===== src/rtl/flasher_monitor.sv =====
// Watches a 16-lamp thermometer bus and tracks its level, direction, reversals and errors.
// Latency: one clock from lamps to every output; all outputs are registered.
// Backpressure: none; lamps is sampled every cycle and the monitor never stalls the flasher.
module flasher_monitor (
   input  logic        clk,
   input  logic        reset,
   input  logic [15:0] lamps,
   input  logic        err_clr,
   output logic [4:0]  level,
   output logic [1:0]  dir,
   output logic [4:0]  peak,
   output logic [7:0]  bounce_cnt,
   output logic        cycle_done,
   output logic        abort,
   output logic        err_shape,
   output logic        err_step
);

   typedef enum logic [1:0] {
      IDLE = 2'b00,
      UP   = 2'b01,
      DOWN = 2'b10
   } state_t;

   state_t      state_q, state_d;
   logic [4:0]  level_q, level_d;
   logic [4:0]  peak_q, peak_d;
   logic [7:0]  bounce_q, bounce_d;
   logic        cycle_done_q, cycle_done_d;
   logic        abort_q, abort_d;
   logic        err_shape_q, err_shape_d;
   logic        err_step_q, err_step_d;

   logic [4:0]  n;
   logic        legal;
   logic        up1, dn1;
   logic        shape_hit, step_hit, rev;

   // Decode the lamp bus: lit-lamp count and thermometer-code legality (x & (x+1) == 0).
   always_comb begin
      n = 5'd0;
      for (int i = 0; i < 16; i++) begin
         n = n + 5'(lamps[i]);
      end
      legal = (({1'b0, lamps} & ({1'b0, lamps} + 17'd1)) == 17'd0);
      up1   = ({1'b0, n} == ({1'b0, level_q} + 6'd1));
      dn1   = (({1'b0, n} + 6'd1) == {1'b0, level_q});
   end

   // Next-state and output logic: compare the decoded count against the held level.
   always_comb begin
      state_d      = state_q;
      level_d      = level_q;
      peak_d       = peak_q;
      bounce_d     = bounce_q;
      cycle_done_d = 1'b0;
      abort_d      = 1'b0;
      shape_hit    = 1'b0;
      step_hit     = 1'b0;
      rev          = 1'b0;

      if (!legal) begin
         // Malformed bus: flag it and freeze the tracked state.
         shape_hit = 1'b1;
      end else begin
         level_d = n;
         if (n == 5'd0) begin
            state_d = IDLE;
            if (level_q >= 5'd2) begin
               abort_d = 1'b1;
            end else if (level_q == 5'd1) begin
               if (state_q == DOWN) begin
                  cycle_done_d = 1'b1;
               end else if (state_q == UP) begin
                  rev = 1'b1;
               end
            end
         end else if (up1) begin
            state_d = UP;
            if (state_q == DOWN) begin
               rev = 1'b1;
            end
         end else if (dn1) begin
            state_d = DOWN;
            if (state_q == UP) begin
               rev = 1'b1;
            end
         end else if (n != level_q) begin
            // Jump of two or more: resynchronise direction, leave peak/bounce alone.
            step_hit = 1'b1;
            state_d  = (n > level_q) ? UP : DOWN;
         end
      end

      if (rev) begin
         peak_d   = level_q;
         bounce_d = (bounce_q == 8'hFF) ? bounce_q : bounce_q + 8'd1;
      end

      // A fresh error in the same cycle as a clear must leave the flag set.
      err_shape_d = shape_hit | (err_shape_q & ~err_clr);
      err_step_d  = step_hit  | (err_step_q  & ~err_clr);
   end

   // State registers with asynchronous active-low reset.
   always_ff @(posedge clk or negedge reset) begin
      if (!reset) begin
         state_q      <= IDLE;
         level_q      <= 5'd0;
         peak_q       <= 5'd0;
         bounce_q     <= 8'd0;
         cycle_done_q <= 1'b0;
         abort_q      <= 1'b0;
         err_shape_q  <= 1'b0;
         err_step_q   <= 1'b0;
      end else begin
         state_q      <= state_d;
         level_q      <= level_d;
         peak_q       <= peak_d;
         bounce_q     <= bounce_d;
         cycle_done_q <= cycle_done_d;
         abort_q      <= abort_d;
         err_shape_q  <= err_shape_d;
         err_step_q   <= err_step_d;
      end
   end

   assign level      = level_q;
   assign dir        = state_q;
   assign peak       = peak_q;
   assign bounce_cnt = bounce_q;
   assign cycle_done = cycle_done_q;
   assign abort      = abort_q;
   assign err_shape  = err_shape_q;
   assign err_step   = err_step_q;

endmodule


===== config.mk =====
export PLATFORM = sky130hd
export DESIGN_NAME = flasher_monitor
export DESIGN_NICKNAME = d
export VERILOG_FILES = /design/src/rtl/flasher_monitor.sv
export SDC_FILE = /design/constraint.sdc
export NUM_CORES = 1
export LEC_CHECK = 0
export CAP_MARGIN = 20
export CORE_MARGIN = 3
export CORE_UTILIZATION = 40
export CTS_CLUSTER_DIAMETER = 100
export DETAILED_ROUTE_END_ITERATION = 12
export GPL_TIMING_DRIVEN = 0
export PLACE_DENSITY = 0.67
export REMOVE_ABC_BUFFERS = 1
export SYNTH_ARGS = -nofsm -noshare
export SYNTH_HDL_FRONTEND = slang
export SYNTH_SLANG_ARGS = --single-unit

===== constraint.sdc =====
create_clock -name clk -period 2.3 [get_ports clk]
set_input_delay 0.575 -clock clk [delete_from_list [all_inputs] [get_ports clk]]
set_output_delay 0.575 -clock clk [all_outputs]
set_load 0.005 [all_outputs]

==> tab_implementation.tex, run 1 <==
\begin{tabular}{lr}
\hline
Metric & Value \\
\hline
\multicolumn{2}{l}{\textbf{Synthesis}} \\
Most frequently used flop master after synthesis & sky130\_fd\_sc\_hd\_\_dfrtp\_1 \\
Count of synthesis-stage warnings from yosys & 0 \\
Synthesized area divided by synthesized cell count & 9.34 sq um \\
Number of synthesized register bits & 24 \\
Synth cell types & 54 \\
Compound-gate portion of the synthesized area & 16.3\% \\
Sequential cell area fraction in the yosys report & 27.0\% \\
Largest family of logic cells by synthesized area & simple AND/OR/NAND/NOR gates \\
Synth Instances & 238 \\
Area of the mapped netlist & 2220 sq um \\
Fraction of the mapped netlist area in adder cells & 19.1\% \\
EDFF count, synth & 0 \\
Post-synthesis xor/xnor area fraction & 5.63\% \\
Fraction of synthesized area in multiplexers & 4.56\% \\
Async S/R FF share, synth & 100\% \\
Area share of and/or/nand/nor cells after synthesis & 20.9\% \\
\multicolumn{2}{l}{\textbf{STA}} \\
Final sum of negative setup slack & -58200 ps \\
Setup-failing EPs final & 23 \\
Final worst path period need & 5340 ps \\
Headroom to the max-slew limit & 71.2\% \\
RSZ-0062 raised after global routing & true \\
Max Transition Viols Final & 0 \\
Fraction of the cycle the final worst path needs & 232\% \\
Final WS setup & -3040 ps \\
Final count of hold timing violations & 0 \\
Slew @ Worst Pin & 430 ps \\
Skew final & 1.30 ps \\
Upper clock frequency limit & 0.187 GHz \\
\multicolumn{2}{l}{\textbf{Final layout}} \\
NumNets Final & 355 \\
FILL cells & 425 \\
Commonest non-fill, non-tap cells in the layout & 33 x sky130\_fd\_sc\_hd\_\_clkdlybuf4s50\_1, 24 x sky130\_fd\_sc\_hd\_\_inv\_1, 24 x sky130\_fd\_sc\_hd\_\_dfrtp\_1 \\
Share of layout cells above drive strength 1 & 33.7\% \\
Post-route non-filler standard cell count & 376 \\
Antenna diode count & 0 \\
Commonest non-fill, non-tap cell in the layout & sky130\_fd\_sc\_hd\_\_clkdlybuf4s50\_1 \\
Synth-to-layout area growth & 46.7\% \\
\multicolumn{2}{l}{\textbf{Worst setup path}} \\
Worst endpoint data arrival time & 5490 ps \\
Flop2flop setup slack & -540 ps \\
Critical path launch point type & input pin \\
Destination of the worst register-to-register timing path & bounce\_cnt[1] \\
Last element of the critical path & bounce\_cnt[1] \\
Worst-path maximum fanout & 8 \\
Reg-to-Reg Start & level[2] \\
Source of the critical timing path & lamps[0] \\
Data required time at the worst endpoint & 2450 ps \\
Capturing element type of the critical path & register \\
Category of the most critical setup path & in2reg \\
Reg2reg path depth & 7 \\
\multicolumn{2}{l}{\textbf{CTS}} \\
Clock latency reported for the late side of the worst-skew pair & 260 ps \\
Clock H-tree levels & 1 \\
Library cell used as clock root buffer & sky130\_fd\_sc\_hd\_\_clkbuf\_8 \\
Inserted Clock Buffers & 3 \\
Clock edge transition at the registers on the reported setup and hold paths & 70 ps \\
TritonCTS clock tree & done \\
Maximum count of clock buffers along a single path & 2 \\
Clock sink count & 24 \\
\multicolumn{2}{l}{\textbf{Routing}} \\
Detailed-router iteration count before antenna repair & 4 \\
Total Wirelength & 5640 um \\
Per-cell via count in the routed design & 5.25 \\
Antenna Nets Post-Route & 0 \\
Via total after detailed routing & 1975 \\
Remaining DRCs & 0 \\
Number of DRC markers in iteration 0 & 132 \\
Per-cell routed wire length & 15.0 um \\
\multicolumn{2}{l}{\textbf{Die}} \\
Floorplan die area & 6490 sq um \\
Die extent in y & 80.6 um \\
Io pins & 43 \\
Area of the core region & 5240 sq um \\
Die Wd & 80.6 um \\
Starting density of the core & 42.5\% \\
Number of standard-cell rows in the floorplan & 26 \\
\multicolumn{2}{l}{\textbf{Global routing}} \\
Largest net degree at the start of global routing & 25 \\
Number of antenna violations at the first check in global routing & 0 \\
Number of global-route vias before repair & 2013 \\
Gr usage total & 18.1\% \\
Wire length of the first global-routing pass & 9430 um \\
Global route total overflow & 0 \\
\multicolumn{2}{l}{\textbf{Power and ir drop}} \\
Ratio of total power to cell area & 1060 nW/um\^{}2 \\
Internal Power & 0.00197 W \\
Register share of total power & 13.1\% \\
Combinational share of power & 80.1\% \\
Leakage dissipation & 1.46 nW \\
Switching power of the nets & 0.00147 W \\
Peak supply drop & 0.615 mV \\
Clock power share & 6.9\% \\
Proportion of total power due to net switching & 42.8\% \\
\multicolumn{2}{l}{\textbf{Hold path}} \\
Worst min-delay path class & reg2reg \\
\multicolumn{2}{l}{\textbf{Placed design}} \\
Total instance count after detailed placement & 349 \\
Worst setup timing slack at the placement stage & -4100 ps \\
PortBufs & 42 \\
Global placer's final weighted congestion & 0.824 \\
Post-detail-place hpwl & 3920 um \\
\multicolumn{2}{l}{\textbf{Status}} \\
Violations in the final reports & negative setup slack \\
Status & finished with violations \\
\multicolumn{2}{l}{\textbf{Run}} \\
Max-cap viol count & 0 \\
\hline
\end{tabular}
critical path: stages:
cell and delay (ps):
sky130_fd_sc_hd__buf_8 90, sky130_fd_sc_hd__inv_6 30, sky130_fd_sc_hd__fa_1 540, sky130_fd_sc_hd__inv_2 40
sky130_fd_sc_hd__fa_2 460, sky130_fd_sc_hd__fa_1 510, sky130_fd_sc_hd__inv_1 50, sky130_fd_sc_hd__fa_1 500
sky130_fd_sc_hd__inv_2 50, sky130_fd_sc_hd__ha_4 150, sky130_fd_sc_hd__fa_2 600, sky130_fd_sc_hd__buf_6 130
sky130_fd_sc_hd__nand2_4 40, sky130_fd_sc_hd__or3_4 360, sky130_fd_sc_hd__and2_4 190, sky130_fd_sc_hd__o311ai_4 350
sky130_fd_sc_hd__nand4_4 280, sky130_fd_sc_hd__a21oi_4 240, sky130_fd_sc_hd__mux2_4 310
layout make-up:
cell class              count  area, sq um  area share, %
multi-input cells         176         1740           53.4
repair buffers             67          648           19.9
flip-flops and latches     24          601           18.4
inverters                  36          143           4.37
well taps                  70         87.6           2.69
clock buffers               3         41.3           1.27
kinds of logic (layout without fill, tap and decap cells):
family / count (synthesis) / count (layout)
xor+xnor: 11 / 11
mux: 9 / 9
buf+inv: 38 / 106
simple gates: 78 / 78
flops: 24 / 24
fa+ha+maj: 28 / 28
compound gates: 50 / 50
power groups by stage:
| stage | clock (W) | combinational [W] | sequential, W |
|---|---|---|---|
| floorplan | 0 | 0.00117 | 0.000453 |
| global placement | 0 | 0.00146 | 0.000459 |
| detailed placement | 0 | 0.00149 | 0.000458 |
| CTS | 0.000245 | 0.00217 | 0.000451 |
| global route | 0.000258 | 0.00299 | 0.000453 |
| finish | 0.000236 | 0.00276 | 0.000451 |
metal layers:
metal | share of wire, % | up-vias | global-route usage [%] | wire [um]
li1 | - | 968 | - | -
met1 | 49 | 958 | 25.9 | 2760
met2 | 47 | 42 | 30.0 | 2650
met3 | 3.2 | 7 | 2.69 | 183
met4 | 0.89 | 0 | 1.52 | 50
met5 | 0 | - | 0 | 0
through the flow:
stage | area (sq um) | total power [W] | hold slack [ps] | utilization, %
6_report | 3260 | 0.00345 | 515 | 62.3
4_1_cts | 3040 | 0.00287 | 521 | 58.0
3_3_place_gp | 2720 | 0.00192 | 496 | 52.0
2_1_floorplan | 2210 | 0.00162 | 279 | -
3_5_place_dp | 2730 | 0.00195 | 497 | 52.1
5_1_grt | 3260 | 0.00370 | 541 | 62.3
synthesized netlist by cell type, types with 4 or more instances:
master                      n  area [sq um]
sky130_fd_sc_hd__a21oi_1   10          50.1
sky130_fd_sc_hd__and3_1     5          31.3
sky130_fd_sc_hd__dfrtp_1   24           601
sky130_fd_sc_hd__fa_1      10           200
sky130_fd_sc_hd__ha_1      18           225
sky130_fd_sc_hd__inv_1     36           135
sky130_fd_sc_hd__mux2_1     4          45.0
sky130_fd_sc_hd__mux2_2     5          56.3
sky130_fd_sc_hd__nand2_1   19          71.3
sky130_fd_sc_hd__nand3_1   10          50.1
sky130_fd_sc_hd__nand4b_1   4          35.0
sky130_fd_sc_hd__nor2_1    11          41.3
sky130_fd_sc_hd__nor2b_1    6          37.5
sky130_fd_sc_hd__nor3_1     4          20.0
sky130_fd_sc_hd__o21ai_0   14          70.1
sky130_fd_sc_hd__xor2_1     6          52.6
registers in the layout, indices dropped and copies added (netlist names):
signal,flops
bounce_cnt,8
cycle_done,1
level,5
peak,5
err_shape,1
err_step,1
abort,1
dir,2
worst min path at each step:
stage,start,to,slack (ps),cells past startpoint
3_3_place_gp,peak[4],peak[4],500,1
4_1_cts,peak[2],peak[2],520,1
3_5_place_dp,peak[0],peak[0],500,1
2_1_floorplan,reset,abort,280,0
6_report,peak[2],peak[2],510,1
5_1_grt,peak[4],peak[4],540,1
repair_timing:
item / CTS / global route
gates resized for setup: 88 / 40
hold buffers: 0 / 0
buffers inserted: 13 / 11
setup endpoints to repair: 23 / 24
pin swaps: 21 / 24
No activity file was read; power rests on OpenSTA's default activity.
==> run 2: changes to the inputs <==
--- a/config.mk
+++ b/config.mk
@@ -11,7 +11,7 @@
 export CTS_CLUSTER_DIAMETER = 100
 export DETAILED_ROUTE_END_ITERATION = 12
 export GPL_TIMING_DRIVEN = 0
-export PLACE_DENSITY = 0.67
+export PLACE_DENSITY_LB_ADDON = 0.3
 export REMOVE_ABC_BUFFERS = 1
 export SYNTH_ARGS = -nofsm -noshare
 export SYNTH_HDL_FRONTEND = slang
==> tab_implementation.tex, run 2 (synthesized netlist as in run 1, its figures left out) <==
\begin{tabular}{lr}
\hline
Metric & Value \\
\hline
\multicolumn{2}{l}{\textbf{STA}} \\
Slew @ Worst Pin & 461 ps (+30.4 ps) \\
RSZ-0062 raised after global routing & true \\
Max Transition Viols Final & 0 (unchanged) \\
Final count of hold timing violations & 0 (unchanged) \\
Final sum of negative setup slack & -56290 ps (+1910 ps) \\
Final WS setup & -2960 ps (+72.0 ps) \\
Post-Route Hold Slack & 520 ps (+4.66 ps) \\
Upper clock frequency limit & 0.190 GHz (+1.4\%) \\
Setup-failing EPs final & 23 (unchanged) \\
Headroom to the max-slew limit & 69.0\% (-2.2 points) \\
Final worst path period need & 5260 ps (-72.0 ps) \\
Fraction of the cycle the final worst path needs & 229\% (-3.1 points) \\
Skew final & 1.74 ps (+0.443 ps) \\
\multicolumn{2}{l}{\textbf{Worst setup path}} \\
Critical path, cell by cell & buf\_8, inv\_4, fa\_1, inv\_2, fa\_2, fa\_1, inv\_1, fa\_1, inv\_2, ha\_4, fa\_2, inv\_2, ha\_4, or4b\_4, a2bb2oi\_4, o22ai\_4, nor4\_4, nand4\_4, a21oi\_4, mux2\_4 \\
Reg2reg path depth & 7 (unchanged) \\
Capturing element type of the critical path & register \\
Source of the critical timing path & lamps[0] \\
Reg-to-Reg Start & level[2] \\
Critical path launch point type & input pin \\
Cell with the largest stage delay on the worst path & sky130\_fd\_sc\_hd\_\_fa\_2 \\
Worst-path maximum fanout & 7 (-1) \\
Data required time at the worst endpoint & 2450 ps (about the same) \\
Category of the most critical setup path & in2reg \\
Worst endpoint data arrival time & 5410 ps (-80 ps) \\
Delay of the slowest critical-path stage & 610 ps (about the same) \\
\multicolumn{2}{l}{\textbf{CTS}} \\
Library cell used as clock root buffer & sky130\_fd\_sc\_hd\_\_clkbuf\_8 \\
Clock H-tree levels & 1 (unchanged) \\
Clock latency reported for the late side of the worst-skew pair & 260 ps (about the same) \\
TritonCTS clock tree & done \\
Post-CTS Hold Fix Bufs & 0 (unchanged) \\
Maximum count of clock buffers along a single path & 2 (unchanged) \\
Clock sink count & 24 (unchanged) \\
Clock edge transition at the registers on the reported setup and hold paths & 80 ps (about the same) \\
Inserted Clock Buffers & 3 (unchanged) \\
\multicolumn{2}{l}{\textbf{Routing}} \\
Number of DRC markers in iteration 0 & 90 (-32\%) \\
Detailed-router iteration count before antenna repair & 4 (unchanged) \\
Total length of routed met3 wires & 233 um (+27\%) \\
DR top layer & met4 \\
Routed length on met2 & 2460 um (-7.0\%) \\
Per-cell routed wire length & 14.7 um (-2.3\%) \\
Wire length on met1 & 2660 um (-3.6\%) \\
Per-cell via count in the routed design & 5.22 (-0.58\%) \\
Antenna Nets Post-Route & 0 (unchanged) \\
Total Wirelength & 5410 um (-4.1\%) \\
Via total after detailed routing & 1927 (-2.4\%) \\
Remaining DRCs & 0 (unchanged) \\
\multicolumn{2}{l}{\textbf{Power and ir drop}} \\
Total power of the final layout & 0.00309 W (-10\%) \\
Leakage dissipation & 1.42 nW (-3.1\%) \\
Ratio of total power to cell area & 975 nW/um\^{}2 (-7.8\%) \\
Combinational share of power & 76.5\% (-3.6 points) \\
Clock power share & 8.9\% (+2.0 points) \\
Proportion of total power due to net switching & 43.0\% (+0.27 points) \\
Register share of total power & 14.6\% (+1.5 points) \\
Switching power of the nets & 0.00133 W (-9.7\%) \\
Peak supply drop & 0.648 mV (+5.3\%) \\
Internal Power & 0.00176 W (-11\%) \\
\multicolumn{2}{l}{\textbf{Global routing}} \\
Number of antenna violations at the first check in global routing & 0 (unchanged) \\
Wire length of the first global-routing pass & 9260 um (-1.8\%) \\
Gr usage total & 17.7\% (-0.36 points) \\
Largest net degree at the start of global routing & 25 (unchanged) \\
Global route total overflow & 0 (unchanged) \\
Number of global-route vias before repair & 1952 (-3.0\%) \\
\multicolumn{2}{l}{\textbf{Hold path}} \\
Hold wc startpoint & peak[2] \\
Worst min-delay path class & reg2reg \\
Hold path depth & 1 (unchanged) \\
\multicolumn{2}{l}{\textbf{Status}} \\
Violations in the final reports & negative setup slack \\
Status & finished with violations \\
\multicolumn{2}{l}{\textbf{Final layout}} \\
Commonest non-fill, non-tap cell in the layout & sky130\_fd\_sc\_hd\_\_clkdlybuf4s50\_1 \\
Antenna diode count & 0 (unchanged) \\
Commonest non-fill, non-tap cells in the layout & 33 x sky130\_fd\_sc\_hd\_\_clkdlybuf4s50\_1, 24 x sky130\_fd\_sc\_hd\_\_inv\_1, 24 x sky130\_fd\_sc\_hd\_\_dfrtp\_1 \\
NumNets Final & 347 (-2.3\%) \\
FILL cells & 444 (+4.5\%) \\
Area of the multi-input gates & 1720 sq um (-1.4\%) \\
Synth-to-layout area growth & 42.7\% \\
Register Area & 601 sq um (unchanged) \\
Share of layout cells above drive strength 1 & 31.1\% (-2.6 points) \\
Flip-flop count of the largest register, all copies and words added & 8 (unchanged) \\
\multicolumn{2}{l}{\textbf{Die}} \\
Die Wd & 80.6 um (unchanged) \\
Floorplan die area & 6490 sq um (unchanged) \\
Io pins & 43 (unchanged) \\
Number of standard-cell rows in the floorplan & 26 (unchanged) \\
Starting density of the core & 42.5\% (unchanged) \\
Area of the core region & 5240 sq um (unchanged) \\
Die extent in y & 80.6 um (unchanged) \\
\multicolumn{2}{l}{\textbf{Placed design}} \\
Post-detail-place hpwl & 3960 um (+0.83\%) \\
Global placer's final weighted congestion & 0.891 (+8.2\%) \\
PortBufs & 42 (unchanged) \\
Worst setup timing slack at the placement stage & -4070 ps (+22.2 ps) \\
\multicolumn{2}{l}{\textbf{Run}} \\
Max-cap viol count & 0 (unchanged) \\
\hline
\end{tabular}
## run 2: changes by cell type in the layout (fill, tap and decap cells not counted), moves of 2 or more
cell,change
sky130_fd_sc_hd__nand2_4,-2
sky130_fd_sc_hd__buf_4,-6
sky130_fd_sc_hd__buf_2,+2
sky130_fd_sc_hd__buf_6,-5
## run 2: final timing paths
path                                      end  slack, ps
max in group asynchronous            level[2]       1340
worst min register to register        peak[2]        520
worst max register to register  bounce_cnt[1]       -520
worst max-delay path            bounce_cnt[1]      -2960
min in group asynchronous       bounce_cnt[4]        570
worst min-delay path                  peak[2]        520
## run 2: routing by layer
metal | up-vias | track usage [%]
li1 | 953 | -
met1 | 921 | 26.1
met2 | 47 | 27.6
met3 | 6 | 3.14
met4 | 0 | 2.70
met5 | - | 0
## run 2: power by group through the flow
stage               combinational [W]  clock, W  sequential (W)
floorplan                     0.00117         0        0.000453
global placement              0.00145         0        0.000459
detailed placement            0.00149         0        0.000459
CTS                           0.00210  0.000283        0.000451
global route                  0.00255  0.000298        0.000454
finish                        0.00237  0.000276        0.000451
## run 2: timing repair
action,4_1_cts,5_1_grt
buffers inserted,10,6
pin swaps,25,17
setup endpoints to repair,23,24
resized for setup,100,21
## run 2: layout make-up
| cell class | instances | share of cell area, % |
|---|---|---|
| clock buffers | 4 | 1.74 |
| inverters | 36 | 4.42 |
| multi-input cells | 176 | 54.1 |
| flip-flops and latches | 24 | 18.9 |
| well taps | 70 | 2.76 |
| repair buffers | 59 | 18.0 |
## run 2: critical path: cells and delay by family
kind | cells | cell delay (ps)
mux | 1 | 310
buf+inv | 6 | 320
fa+ha+maj | 7 | 2910
simple gates | 3 | 760
compound gates | 3 | 510
## run 2: per-stage QoR
| step | utilization (%) | std cells | area, sq um |
|---|---|---|---|
| 6_report | 60.6 | 369 | 3170 |
| 5_1_grt | 60.6 | 369 | 3170 |
| 4_1_cts | 58.1 | 363 | 3050 |
| 3_5_place_dp | 52.1 | 349 | 2730 |
| 3_3_place_gp | 52.0 | 348 | 2720 |
| 2_1_floorplan | - | 236 | 2210 |
==> run 3: changes to the inputs <==
--- a/config.mk
+++ b/config.mk
@@ -6,11 +6,12 @@
 export NUM_CORES = 1
 export LEC_CHECK = 0
 export CAP_MARGIN = 20
-export CORE_MARGIN = 3
+export CORE_MARGIN = 1.5
 export CORE_UTILIZATION = 40
 export CTS_CLUSTER_DIAMETER = 100
 export DETAILED_ROUTE_END_ITERATION = 12
 export GPL_TIMING_DRIVEN = 0
+export HOLD_SLACK_MARGIN = 0.06
 export PLACE_DENSITY_LB_ADDON = 0.3
 export REMOVE_ABC_BUFFERS = 1
 export SYNTH_ARGS = -nofsm -noshare
==> tab_implementation.tex, run 3 (synthesized netlist as in run 1, its figures left out) <==
\begin{tabular}{lr}
\hline
Metric & Value \\
\hline
\multicolumn{2}{l}{\textbf{Worst setup path}} \\
Capturing element type of the critical path & register \\
Category of the most critical setup path & in2reg \\
Reg-to-Reg Start & level[2] \\
Worst endpoint data arrival time & 5350 ps (-60 ps) \\
Flop2flop setup slack & -550 ps (-30 ps) \\
Reg2reg path depth & 7 (unchanged) \\
Worst-path maximum fanout & 7 (unchanged) \\
Destination of the worst register-to-register timing path & bounce\_cnt[1] \\
Critical path launch point type & input pin \\
Data required time at the worst endpoint & 2450 ps (about the same) \\
\multicolumn{2}{l}{\textbf{Placed design}} \\
Global placer's final weighted congestion & 0.816 (-8.5\%) \\
Total instance count after detailed placement & 349 (unchanged) \\
Post-detail-place hpwl & 4010 um (+1.4\%) \\
PortBufs & 42 (unchanged) \\
Placed inst area & 2730 sq um (unchanged) \\
\multicolumn{2}{l}{\textbf{Final layout}} \\
Synth-to-layout area growth & 47.4\% \\
Commonest non-fill, non-tap cells in the layout & 33 x sky130\_fd\_sc\_hd\_\_clkdlybuf4s50\_1, 24 x sky130\_fd\_sc\_hd\_\_dfrtp\_1, 21 x sky130\_fd\_sc\_hd\_\_inv\_1 \\
Share of layout cells above drive strength 1 & 36.1\% (+5.0 points) \\
Final design utilization & 62.6\% (+2.0 points) \\
Flip-flop count of the largest register, all copies and words added & 8 (unchanged) \\
NumNets Final & 351 (+1.2\%) \\
Commonest non-fill, non-tap cell in the layout & sky130\_fd\_sc\_hd\_\_clkdlybuf4s50\_1 \\
Final Cell Area & 3280 sq um (+3.3\%) \\
Post-route non-filler standard cell count & 372 (+0.81\%) \\
Antenna diode count & 0 (unchanged) \\
\multicolumn{2}{l}{\textbf{Hold path}} \\
Worst Hold End & peak[2] \\
Hold wc startpoint & peak[2] \\
Hold path depth & 1 (unchanged) \\
Worst min-delay path class & reg2reg \\
\multicolumn{2}{l}{\textbf{Power and ir drop}} \\
Leakage dissipation & 1.47 nW (+3.7\%) \\
Switching power of the nets & 0.00149 W (+12\%) \\
Clock power share & 6.9\% (-2.0 points) \\
Peak supply drop & 0.692 mV (+6.8\%) \\
Internal Power & 0.00196 W (+11\%) \\
Combinational share of power & 80.0\% (+3.5 points) \\
Ratio of total power to cell area & 1050 nW/um\^{}2 (+8.1\%) \\
Proportion of total power due to net switching & 43.2\% (+0.15 points) \\
Register share of total power & 13.1\% (-1.5 points) \\
\multicolumn{2}{l}{\textbf{Routing}} \\
Via total after detailed routing & 1963 (+1.9\%) \\
Total Wirelength & 5690 um (+5.2\%) \\
Per-cell via count in the routed design & 5.28 (+1.0\%) \\
Antenna Nets Post-Route & 0 (unchanged) \\
Number of DRC markers in iteration 0 & 95 (+5.6\%) \\
Per-cell routed wire length & 15.3 um (+4.3\%) \\
Remaining DRCs & 0 (unchanged) \\
Detailed-router iteration count before antenna repair & 4 (unchanged) \\
\multicolumn{2}{l}{\textbf{STA}} \\
Upper clock frequency limit & 0.192 GHz (+1.3\%) \\
Slew @ Worst Pin & 514 ps (+53.4 ps) \\
Final sum of negative setup slack & -55780 ps (+510 ps) \\
Headroom to the max-slew limit & 65.4\% (-3.6 points) \\
Final worst path period need & 5200 ps (-66.8 ps) \\
Final WS setup & -2900 ps (+66.8 ps) \\
Skew final & 2.50 ps (+0.756 ps) \\
Max Transition Viols Final & 0 (unchanged) \\
RSZ-0062 raised after global routing & true \\
Fraction of the cycle the final worst path needs & 226\% (-2.9 points) \\
Final count of hold timing violations & 0 (unchanged) \\
Setup-failing EPs final & 23 (unchanged) \\
\multicolumn{2}{l}{\textbf{CTS}} \\
Library cell used as clock root buffer & sky130\_fd\_sc\_hd\_\_clkbuf\_8 \\
Clock latency reported for the late side of the worst-skew pair & 260 ps (about the same) \\
TritonCTS clock tree & done \\
Clock H-tree levels & 1 (unchanged) \\
Clock sink count & 24 (unchanged) \\
Maximum count of clock buffers along a single path & 2 (unchanged) \\
Clock edge transition at the registers on the reported setup and hold paths & 80 ps (about the same) \\
Inserted Clock Buffers & 3 (unchanged) \\
Post-CTS Hold Fix Bufs & 0 (unchanged) \\
\multicolumn{2}{l}{\textbf{Global routing}} \\
Largest net degree at the start of global routing & 25 (unchanged) \\
Gr usage total & 19.1\% (+1.3 points) \\
Number of antenna violations at the first check in global routing & 0 (unchanged) \\
Wire length of the first global-routing pass & 9290 um (+0.30\%) \\
Global route total overflow & 0 (unchanged) \\
Number of global-route vias before repair & 1965 (+0.67\%) \\
\multicolumn{2}{l}{\textbf{Status}} \\
Status & finished with violations \\
Violations in the final reports & negative setup slack \\
\multicolumn{2}{l}{\textbf{Die}} \\
Die extent in y & 77.6 um (-3.7\%) \\
Starting density of the core & 42.5\% (unchanged) \\
Io pins & 43 (unchanged) \\
Number of standard-cell rows in the floorplan & 26 (unchanged) \\
Die Wd & 77.6 um (-3.7\%) \\
Floorplan die area & 6010 sq um (-7.3\%) \\
Area of the core region & 5240 sq um (unchanged) \\
\multicolumn{2}{l}{\textbf{Run}} \\
Max-cap viol count & 0 (unchanged) \\
\hline
\end{tabular}
==> run 3: critical path, stage by stage <==
cell	delay, ps
sky130_fd_sc_hd__clkdlybuf4s15_2	210
sky130_fd_sc_hd__fa_1	520
sky130_fd_sc_hd__fa_2	450
sky130_fd_sc_hd__fa_1	490
sky130_fd_sc_hd__inv_1	50
sky130_fd_sc_hd__fa_1	490
sky130_fd_sc_hd__inv_2	50
sky130_fd_sc_hd__ha_4	170
sky130_fd_sc_hd__fa_2	570
sky130_fd_sc_hd__buf_6	120
sky130_fd_sc_hd__ha_4	210
sky130_fd_sc_hd__xor2_2	140
sky130_fd_sc_hd__nor2_2	140
sky130_fd_sc_hd__nand4b_1	160
sky130_fd_sc_hd__nor4_4	220
sky130_fd_sc_hd__nand4_4	240
sky130_fd_sc_hd__a21oi_4	220
sky130_fd_sc_hd__mux2_4	310
==> run 3: metal layers <==
metal,vias to the layer above,part of all wire [%],track usage [%]
met5,-,0,0
met4,0,1.0,2.73
met2,51,47,31.3
met3,8,5.0,3.29
met1,946,47,26.9
li1,958,-,-
==> run 3: per-stage QoR <==
step | setup slack [ps] | total power, W | hold slack, ps
2_1_floorplan | -3110 | 0.00162 | 279
3_3_place_gp | -4010 | 0.00191 | 500
3_5_place_dp | -4090 | 0.00198 | 495
4_1_cts | -3000 | 0.00301 | 516
5_1_grt | -3020 | 0.00368 | 529
6_report | -2900 | 0.00345 | 511
==> run 3: area by class of cell <==
type | instances | area (sq um)
fillers | 455 | 1960
multi-input cells | 176 | 1780
repair buffers | 63 | 626
flip-flops and latches | 24 | 601
inverters | 36 | 143
well taps | 70 | 87.6
clock buffers | 3 | 41.3
==> run 3: what timing repair did <==
item,in CTS,in global routing
buffers inserted,17,6
resized for setup,93,48
gates cloned,0,0
pin swaps,22,26
setup endpoints to repair,24,24
==> run 3: power groups by stage <==
stage	clock, W	combinational [W]	sequential [W]
after global routing	0.000263	0.00296	0.000454
after detailed placement	0	0.00152	0.000459
final	0.000240	0.00276	0.000452
after floorplan	0	0.00117	0.000453
after CTS	0.000252	0.00231	0.000451
after global placement	0	0.00146	0.000459
==> run 3: worst max path at each step <==
stage | start | to | slack, ps | cells after the start
3_5_place_dp | lamps[0] | bounce_cnt[1] | -4090 | 20
2_1_floorplan | lamps[0] | bounce_cnt[1] | -3110 | 19
5_1_grt | lamps[13] | bounce_cnt[7] | -3020 | 20
4_1_cts | lamps[11] | bounce_cnt[1] | -3000 | 20
3_3_place_gp | lamps[0] | bounce_cnt[1] | -4010 | 20
6_report | lamps[5] | bounce_cnt[1] | -2900 | 18
